$ cat src/rtl/pipe_skid_reg.sv
// rtl/pipe_skid_reg.sv - valid/ready pipeline stage register with 2-entry skid buffer
// and hazard-classification flags over every held entry.
module pipe_skid_reg #(
  parameter int PAYLOAD_WIDTH  = 96,
  parameter int GPR_ADDR_WIDTH = 5,
  parameter int CLASS_WIDTH    = 2
) (
  input  logic                      clk,
  input  logic                      rst_n,
  input  logic                      cpu_en,
  input  logic                      flush,
  input  logic                      in_valid,
  output logic                      in_ready,
  input  logic [PAYLOAD_WIDTH-1:0]  in_payload,
  input  logic                      in_gpr_we_n,
  input  logic [GPR_ADDR_WIDTH-1:0] in_dst_addr,
  input  logic [CLASS_WIDTH-1:0]    in_class,
  output logic                      out_valid,
  input  logic                      out_ready,
  output logic [PAYLOAD_WIDTH-1:0]  out_payload,
  output logic                      out_gpr_we_n,
  output logic [GPR_ADDR_WIDTH-1:0] out_dst_addr,
  output logic [CLASS_WIDTH-1:0]    out_class,
  output logic [1:0]                occupancy,
  output logic                      load_pending,
  output logic                      alu2gpr_pending,
  output logic                      csr2gpr_pending
);

  localparam int ENTRY_WIDTH = PAYLOAD_WIDTH + 1 + GPR_ADDR_WIDTH + CLASS_WIDTH;
  localparam int WE_BIT      = GPR_ADDR_WIDTH + CLASS_WIDTH;
  localparam logic [ENTRY_WIDTH-1:0] ENTRY_CLEAR =
    {{PAYLOAD_WIDTH{1'b0}}, 1'b1, {GPR_ADDR_WIDTH{1'b0}}, {CLASS_WIDTH{1'b0}}};

  localparam logic [CLASS_WIDTH-1:0] CLS_ALU  = CLASS_WIDTH'(1);
  localparam logic [CLASS_WIDTH-1:0] CLS_LOAD = CLASS_WIDTH'(2);
  localparam logic [CLASS_WIDTH-1:0] CLS_CSR  = CLASS_WIDTH'(3);

  logic                   main_valid, skid_valid;
  logic [ENTRY_WIDTH-1:0] main_entry, skid_entry;
  logic [ENTRY_WIDTH-1:0] in_entry;
  logic                   in_fire, out_fire;

  assign in_entry = {in_payload, in_gpr_we_n, in_dst_addr, in_class};

  // Upstream ready comes only from registered state, so it never chains to out_ready.
  assign in_ready = cpu_en && !skid_valid;
  assign in_fire  = in_valid && in_ready;
  assign out_fire = main_valid && out_ready && cpu_en;

  always_ff @(posedge clk or negedge rst_n) begin
    if (!rst_n) begin
      main_valid <= 1'b0;
      skid_valid <= 1'b0;
      main_entry <= ENTRY_CLEAR;
      skid_entry <= ENTRY_CLEAR;
    end else if (flush) begin
      main_valid <= 1'b0;
      skid_valid <= 1'b0;
      main_entry <= ENTRY_CLEAR;
      skid_entry <= ENTRY_CLEAR;
    end else if (cpu_en) begin
      if (!main_valid) begin
        if (in_fire) begin
          main_valid <= 1'b1;
          main_entry <= in_entry;
        end
      end else if (out_fire) begin
        if (skid_valid) begin
          main_entry <= skid_entry;
          skid_valid <= 1'b0;
        end else if (in_fire) begin
          main_entry <= in_entry;
        end else begin
          main_valid <= 1'b0;
        end
      end else if (in_fire) begin
        skid_valid <= 1'b1;
        skid_entry <= in_entry;
      end
    end
  end

  function automatic logic writes_class(input logic valid,
                                        input logic [ENTRY_WIDTH-1:0] entry,
                                        input logic [CLASS_WIDTH-1:0] cls);
    return valid && !entry[WE_BIT] && (entry[CLASS_WIDTH-1:0] == cls);
  endfunction

  assign out_valid    = main_valid;
  assign out_payload  = main_entry[ENTRY_WIDTH-1 -: PAYLOAD_WIDTH];
  assign out_gpr_we_n = main_entry[WE_BIT] || !main_valid;
  assign out_dst_addr = main_entry[WE_BIT-1 -: GPR_ADDR_WIDTH];
  assign out_class    = main_entry[CLASS_WIDTH-1:0];
  assign occupancy    = {1'b0, main_valid} + {1'b0, skid_valid};

  assign load_pending    = writes_class(main_valid, main_entry, CLS_LOAD) ||
                           writes_class(skid_valid, skid_entry, CLS_LOAD);
  assign alu2gpr_pending = writes_class(main_valid, main_entry, CLS_ALU) ||
                           writes_class(skid_valid, skid_entry, CLS_ALU);
  assign csr2gpr_pending = writes_class(main_valid, main_entry, CLS_CSR) ||
                           writes_class(skid_valid, skid_entry, CLS_CSR);

endmodule
$ cat config.mk
export PLATFORM = sky130hd
export DESIGN_NAME = pipe_skid_reg
export DESIGN_NICKNAME = d
export VERILOG_FILES = /design/src/rtl/pipe_skid_reg.sv
export SDC_FILE = /design/constraint.sdc
export NUM_CORES = 1
export LEC_CHECK = 0
export ABC_CLOCK_PERIOD_IN_PS = 1420
export CAP_MARGIN = 5
export CORE_UTILIZATION = 40
export CTS_CLUSTER_SIZE = 30
export DETAILED_ROUTE_END_ITERATION = 16
export PLACE_DENSITY = 0.64
export SLEW_MARGIN = 20
export SYNTH_ARGS = -nofsm -noshare
export SYNTH_HDL_FRONTEND = slang
export SYNTH_SLANG_ARGS = --single-unit
$ cat constraint.sdc
create_clock -name clk -period 1.42 [get_ports clk]
set_input_delay 0.284 -clock clk [delete_from_list [all_inputs] [get_ports clk]]
set_output_delay 0.284 -clock clk [all_outputs]
set_load 0.05 [all_outputs]
# Word level (Yosys, flattened, before mapping)
# Cells that the tools add are included.
# word_totals
regBits	210
input_bits	110
out_inout_bits	111
word_cells	62
# classes
n_addsub	1
eq_ne	8
n_mux	22
reduce_logical	27
# op_table
operator	count
$mux 104	11
$logic_and 1x1->1	12
$mux 1	11
$eq 2x2->1 const B	4
$reduce_bool 2->1	3
$eq 2x1->1 const B	2
$logic_not 1->1	4
$logic_or 1x1->1	4
$reduce_and 4->1	1
$ne 3x2->1 const B	1
$reduce_and 3->1	1
$reduce_bool 3->1	1
$add 1x1->2	1
$ne 2x2->1 const B	1
$reduce_and 2->1	1

# Longest topological paths before layout
# Gate-level depths: netlist of the first run.
# depth
depth_word	9
mapped_depth	7
mapped_depth_nobuf	3

# Worst setup path after synthesis of the first run
# No wires, ideal clock.
# synth_path
path_type	register -> output
start	register main_valid, in the netlist out_valid
end	output port alu2gpr_pending
arrival_time_ps	2061
t_required_ps	1136
slack_ps	-925
stages_incl_launch_ff	6
path_buffers	2
path_cell_list	dfrtp_1 > buf_6 > buf_2 > nor2b_1 > nand2_1 > o22ai_1
# synth_between
elab_chain_len	3
# synth_rtl
element	line	rtl
from (decl)	39	logic main_valid, skid_valid;
from (signal assigned)	53	main_valid <= 1'b0;
from (signal assigned)	58	main_valid <= 1'b0;
from (signal assigned)	65	main_valid <= 1'b1;
$logic_and 1x1->1 (2 in a row)	87	return valid && !entry[WE_BIT] && (entry[CLASS_WIDTH-1:0] == cls);
$logic_or 1x1->1	99	assign alu2gpr_pending = writes_class(main_valid, main_entry, CLS_ALU) ||
to (decl)	26	output logic alu2gpr_pending,
# Every way passes these cells.

# Final worst setup path of the first run
# layout_path
start	register skid_valid
end	output port load_pending
# layout_between
elab_chain_len	3
# layout_rtl
element	line	rtl
from (decl)	39	
from (signal assigned)	54	skid_valid <= 1'b0;
from (signal assigned)	59	skid_valid <= 1'b0;
from (signal assigned)	71	skid_valid <= 1'b0;
$logic_and 1x1->1 (2 in a row)	87	
$logic_or 1x1->1	97	assign load_pending = writes_class(main_valid, main_entry, CLS_LOAD) ||
to (decl)	25	output logic load_pending,
# Every way passes these cells.

==> results.yml, run 1 <==
critical_path:
  critPathCaptureType: "output pin"
  arrival_ns: 1.71
  crit_fanout: 7
  path_cells: "buf_12 -> nor4b_4 -> a31o_2 -> buf_12"
  crit_top_cell: "buf_12"
  slowest_delay_ns: 0.50
  startpoint_type: "flop"
  critPathRequiredTime_ns: 1.14
  slowest_stage: "dfrtp_4"
  critical_path_class: "flop to output pin"
  cpLargestDelayFamily: "flip-flops"
  path_buf_inv: 2
yosys:
  syn_inst: 1214
  synth_seq_cells: 210
  synth-edff-count: 0
  syn_avg_cell_area_sq_um: 10.1
  synth_ff_type: "dfrtp_1"
  synthAdderAreaFrac_pct: 0.102
  yosysTopAreaCellShare_pct: 42.4
  synth_common_cells: "dfrtp_1 (208), buf_4 (113), a22o_1 (99)"
  syn-cell-area_sq_um: 12300
  yosysWarningCount: 0
  synth_top_family_by_area: "compound AO/OA/AOI/OAI gates"
  syn_nets: 1325
  synth_async_sr_flop_share_pct: 100
  ys_top_cells_by_area: "dfrtp_1 (42%), a22o_1 (7.1%), buf_4 (6.9%)"
  synth_compound_area_share_pct: 22.8
  yosysTopAreaCell: "dfrtp_1"
  synth.distinct_cells: 41
  muxShareOfSynthArea_pct: 0.173
  synth_xor_area_share_pct: 0
  synth-simple-area-share_pct: 18.4
  yosysMostFrequentCell: "dfrtp_1"
  seq_area_frac_synth_pct: 42.9
placement:
  gp_congestion: 0.761
  dpl_cell_area_sq_um: 16400
  io_buffers: 220
  pre_cts_ws_ns: -0.410
  dp_hpwl_um: 24300
sta:
  fin_skew_ns: 0.0133
  timing.fmax_mhz: 501
  tns_ns: -95.93
  worstMarginPinSlew_ns: 0.400
  setup_viol: 236
  slew_viol_final: 0
  rsz0062_at_grt: "true"
  finalHoldViolations: 0
  min_period_ns: 2.00
  slew_headroom_pct: 73.3
  fin_crit_sh_pct: 141
  whs_ns: 0.233
  worst_slack_ns: -0.577
global_routing:
  grtUsageMet3_pct: 4.83
  grt_use_met2_pct: 44.8
  track_usage_pct: 28.1
  overflow: 0
  grt_max_degree: 55
  met1_usage_pct: 37.1
  busiest_layer: "met2"
  grt_pass1_wl_um: 68500
  antenna_found_initial: 3
  first_global_vias: 11665
die:
  start_util_pct: 41.1
  core-area_sq_um: 29900
  io_pins: 221
  die-width_um: 177
  dieArea_sq_um: 31400
  die_y_um: 177
  rows: 63
detailed_routing:
  dr.pass1.iters: 5
  postRouteAntennaNets: 0
  totalWireLength_um: 50800
  post_drt_wl_per_cell_um: 26.7
  via_count: 12184
  viasPerCell: 6.41
  drt_first_iter_violations: 1050
  drc: 0
clock_network:
  clock-sinks: 210
  clock_path_buffers: 3
  htreeDepth: 1
  numCtsBuffers: 25
  insertion_delay_ns: 0.54
  clk_pin_slew_ns: 0.06
  cts_tree: "done"
  cts-root-buf: "clkbuf_16"
finish:
  nets: 1600
  areaGrowthSynthToFinish_pct: 73.7
  multi_input_area_sq_um: 6930
  num-fill-cells: 1855
  seqCellArea_sq_um: 5300
  stdcell_area_sq_um: 21300
  drive_gt1_share_pct: 47.6
pwr:
  p_leak_nw: 8.50
  worst_ir_drop_vdd_mv: 0.626
  powerDensity_nw_per_um2: 795
run_status:
  status: "finished with violations"
  violations: "negative setup slack"
flow_run:
  max_cap_viol_count: 0
min_path:
  min_path_type: "input port to asynchronous set/reset pin"
-- cell type report --
cell class / instances / area share (%)
Antenna cell: 2 / 0.0235
Multi-Input combinational cell: 674 / 32.5
Inverter: 85 / 1.51
Clock buffer: 30 / 3.21
Timing Repair Buffer: 493 / 34.9
Tap cell: 390 / 2.29
Sequential cell: 210 / 24.9
Clock inverter: 16 / 0.675
-- metrics by stage --
step,utilization [%],total power (W),cells
finish,71.3,0.0169,1900
detailed placement,54.9,0.00931,1679
CTS,66.0,0.0165,1819
global route,71.3,0.0174,1900
floorplan,-,0.00790,1214
global placement,54.9,0.00928,1679
-- logic make-up after synthesis --
group	after synthesis
compound gates	326
fa+ha+maj	1
buf+inv	332
flops	210
mux	2
simple gates	343
-- power breakdown --
group | switching, W | internal [W]
Combinational | 0.00208 | 0.00195
Clock | 0.00279 | 0.00381
Sequential | 0.000183 | 0.00614
-- placed cells by master, fill, tap and decap left out, types with 4 or more instances in the layout --
cell / netlist / final
buf_12: 0 / 190
dfrtp_1: 208 / 175
buf_4: 113 / 111
clkdlybuf4s50_1: 0 / 106
a22o_1: 99 / 99
inv_1: 85 / 84
nand3b_1: 82 / 82
nand2_1: 83 / 82
and4b_1: 81 / 81
o221ai_2: 0 / 76
o2111ai_2: 0 / 58
nand3_1: 86 / 47
clkbuf_16: 0 / 45
nand3_2: 0 / 32
dfrtp_2: 0 / 31
buf_16: 0 / 25
buf_6: 24 / 23
o2111ai_4: 0 / 19
o2bb2ai_2: 0 / 19
a22oi_1: 23 / 15
buf_8: 0 / 13
clkinv_2: 0 / 9
a22oi_2: 0 / 8
nand3_4: 0 / 7
o2111ai_1: 81 / 4
clkbuf_8: 0 / 4
clkinvlp_4: 0 / 4
-- state kept, by name (all words and copies together), names as in the netlist --
register	cells
skid_valid	1
out_valid	1
skid_entry	104
main_entry	104
-- worst paths after layout --
path	to	slack, ns	start	cells past startpoint
max	load_pending	-0.58	skid_valid	4
min	main_entry[64]	0.23	rst_n	2
max reg2reg	skid_entry[41]	-0.58	out_valid	9
min reg2reg	skid_entry[84]	0.49	skid_entry[84]	1
max in group asynchronous	main_entry[3]	0.55	rst_n	3
min in group clk	skid_valid	0.29	cpu_en	3
-- worst register-to-register path, cell delays in order, from the launching register on --
cell	delay, ns
dfrtp_4	0.51
buf_6	0.13
buf_8	0.12
buf_12	0.12
and2b_2	0.22
a21oi_4	0.22
buf_12	0.17
buf_12	0.11
clkbuf_16	0.16
a22o_1	0.18
-- layer usage --
metal,wire [um],part of all wire (%)
met1,19600,39
met2,24600,48
met3,3960,7.8
met4,2660,5.2
met5,0,0
-- timing repair --
item / 4_1_cts / 5_1_grt
setup buffers: 55 / 79
gates cloned: 41 / 24
setup endpoints to repair: 271 / 317
hold endpoints to repair: 33 / 0
hold buffers: 1 / 0
pin swaps: 40 / 69
gates resized for setup: 177 / 169
(Power assumes the default switching activity.)
==> inputs of run 2 (changes only) <==
CTS_CLUSTER_SIZE = unset   (was 30)
==> results of run 2 <==
Final layout, timing and power as in run 1 (identical DEF).
==> inputs of run 3 (changes only) <==
CORE_MARGIN = 2   (was unset)
==> results.yml, run 3 (synthesized netlist as in run 1, its figures left out) <==
clock_network:
  numCtsBuffers: 25
  cts_tree: "done"
  insertion_delay_ns: 0.53
  cts-root-buf: "clkbuf_16"
  clk_pin_slew_ns: 0.06
  clock_path_buffers: 3
  htreeDepth: 1
  clock-sinks: 210
sta:
  min_period_ns: 1.96
  finalHoldViolations: 0
  worstMarginPinSlew_ns: 0.390
  tns_ns: -94.26
  slew_viol_final: 0
  setup_viol: 231
  slew_headroom_pct: 74.0
  fin_skew_ns: 0.0128
  fin_crit_sh_pct: 138
  rsz0062_at_grt: "true"
  worst_slack_ns: -0.536
  timing.fmax_mhz: 511
finish:
  mostFrequentLayoutCells: "dfrtp_1 (186), buf_12 (175), buf_4 (118), clkdlybuf4s50_1 (106), a22o_1 (99)"
  final_cells: 1889
  layout_commonest_cell: "dfrtp_1"
  stdcell_area_sq_um: 20200
  areaGrowthSynthToFinish_pct: 64.9
  drive_gt1_share_pct: 40.6
  nets: 1582
  reg_top3: "main_entry x104, skid_entry x104"
die:
  start_util_pct: 40.3
  rows: 64
  die_y_um: 179
  io_pins: 221
  core-area_sq_um: 30400
  dieArea_sq_um: 32100
  die-width_um: 179
critical_path:
  critical_path_class: "flop to flop"
  critPathRequiredTime_ns: 1.82
  slowest_delay_ns: 0.53
  arrival_ns: 2.36
  slowest_stage: "dfrtp_4"
  critPathCaptureType: "flop"
  crit_top_cell: "buf_6"
  startpoint_type: "flop"
  path_cells: "buf_6 -> buf_6 -> buf_6 -> buf_6 -> and2_4 -> buf_12 -> buf_16 -> o2111ai_2 -> o221ai_1"
  crit_fanout: 6
global_routing:
  track_usage_pct: 26.7
  grt_pass1_wl_um: 67000
  overflow: 0
  first_global_vias: 11510
  antenna_found_initial: 4
  grt_max_degree: 59
min_path:
  min_path_type: "input port to asynchronous set/reset pin"
detailed_routing:
  drt_first_iter_violations: 1014
  drc: 0
  viasPerCell: 6.10
  post_drt_wl_per_cell_um: 23.9
  postRouteAntennaNets: 0
  via_count: 11529
  dr.pass1.iters: 5
  totalWireLength_um: 45100
flow_run:
  max_cap_viol_count: 0
pwr:
  p_leak_nw: 8.14
  report.power.total_w: 0.0173
  powerDensity_nw_per_um2: 856
  worst_ir_drop_vdd_mv: 0.750
run_status:
  status: "finished with violations"
  violations: "negative setup slack"
placement:
  dpl_cell_area_sq_um: 16300
  io_buffers: 220
  dpl.cell_count: 1687
  gp_congestion: 0.800
  dp_hpwl_um: 23700
run 3: cell count changes in the layout (fill, tap and decap cells not counted), moves of 7 or more:
cell,change
nand2_1,-7
o2bb2ai_1,+20
buf_6,+9
o221ai_1,+39
clkbuf_16,-14
dfrtp_1,+11
nand3_2,-31
dfrtp_2,-11
o221ai_2,-36
nand3_4,-7
buf_12,-15
nand3_1,+38
buf_4,+7
o2bb2ai_2,-17
run 3: repair_timing:
action / CTS / global route
resized for setup: 131 / 117
hold endpoints to repair: 208 / 0
endpoints found under the setup margin: 257 / 289
hold buffers: 1 / 0
pin swaps: 38 / 47
buffers inserted: 76 / 50
cloned: 36 / 9
run 3: worst paths after layout:
path / from / to / slack, ns / cells after the start
worst max-delay path: skid_valid / main_entry[90] / -0.54 / 9
worst min-delay path: rst_n / main_entry[67] / 0.18 / 2
worst max register to register: skid_valid / main_entry[90] / -0.54 / 9
worst min register to register: skid_entry[6] / skid_entry[6] / 0.49 / 1
max in group asynchronous: rst_n / main_entry[20] / 0.62 / 3
min in group clk: in_valid / skid_valid / 0.21 / 3
run 3: metal layers:
metal | routed length [um] | track usage (%) | vias to the layer above
met5 | 13 | 0 | -
met4 | 1410 | 9.21 | 2
met2 | 22100 | 44.2 | 514
met3 | 3070 | 4.33 | 99
li1 | - | - | 5063
met1 | 18500 | 35.5 | 5851
run 3: area by class of cell:
| cell class | instances | area (sq um) |
|---|---|---|
| repair buffers | 476 | 6850 |
| diodes | 3 | 7.51 |
| flip-flops and latches | 210 | 5290 |
| well taps | 396 | 495 |
| clock inverters | 14 | 235 |
| fillers | 2115 | 10200 |
| inverters | 85 | 322 |
| clock buffers | 32 | 702 |
| multi-input cells | 673 | 6330 |
run 3: critical path: cells and delay by family (launching register included):
| family | cells | cell delay (ns) |
|---|---|---|
| AND/OR/NAND/NOR | 1 | 0.22 |
| flip-flops | 1 | 0.53 |
| buffers and inverters | 6 | 0.79 |
| AO/OA/AOI/OAI | 2 | 0.29 |
run 3: metrics by stage:
step | hold slack, ns | utilization (%) | setup slack (ns)
5_1_grt | 0.197 | 66.5 | -0.576
3_5_place_dp | 0.144 | 53.6 | -0.488
2_1_floorplan | -0.0116 | - | -0.275
3_3_place_gp | 0.139 | 53.6 | -0.455
6_report | 0.176 | 66.5 | -0.536
4_1_cts | 0.175 | 63.5 | -0.507
run 3: power breakdown:
part	leakage, nW	internal [W]	switching [W]
registers	2.87	0.00614	0.000177
logic	4.82	0.00179	0.00188
clock network	0.452	0.00459	0.00276
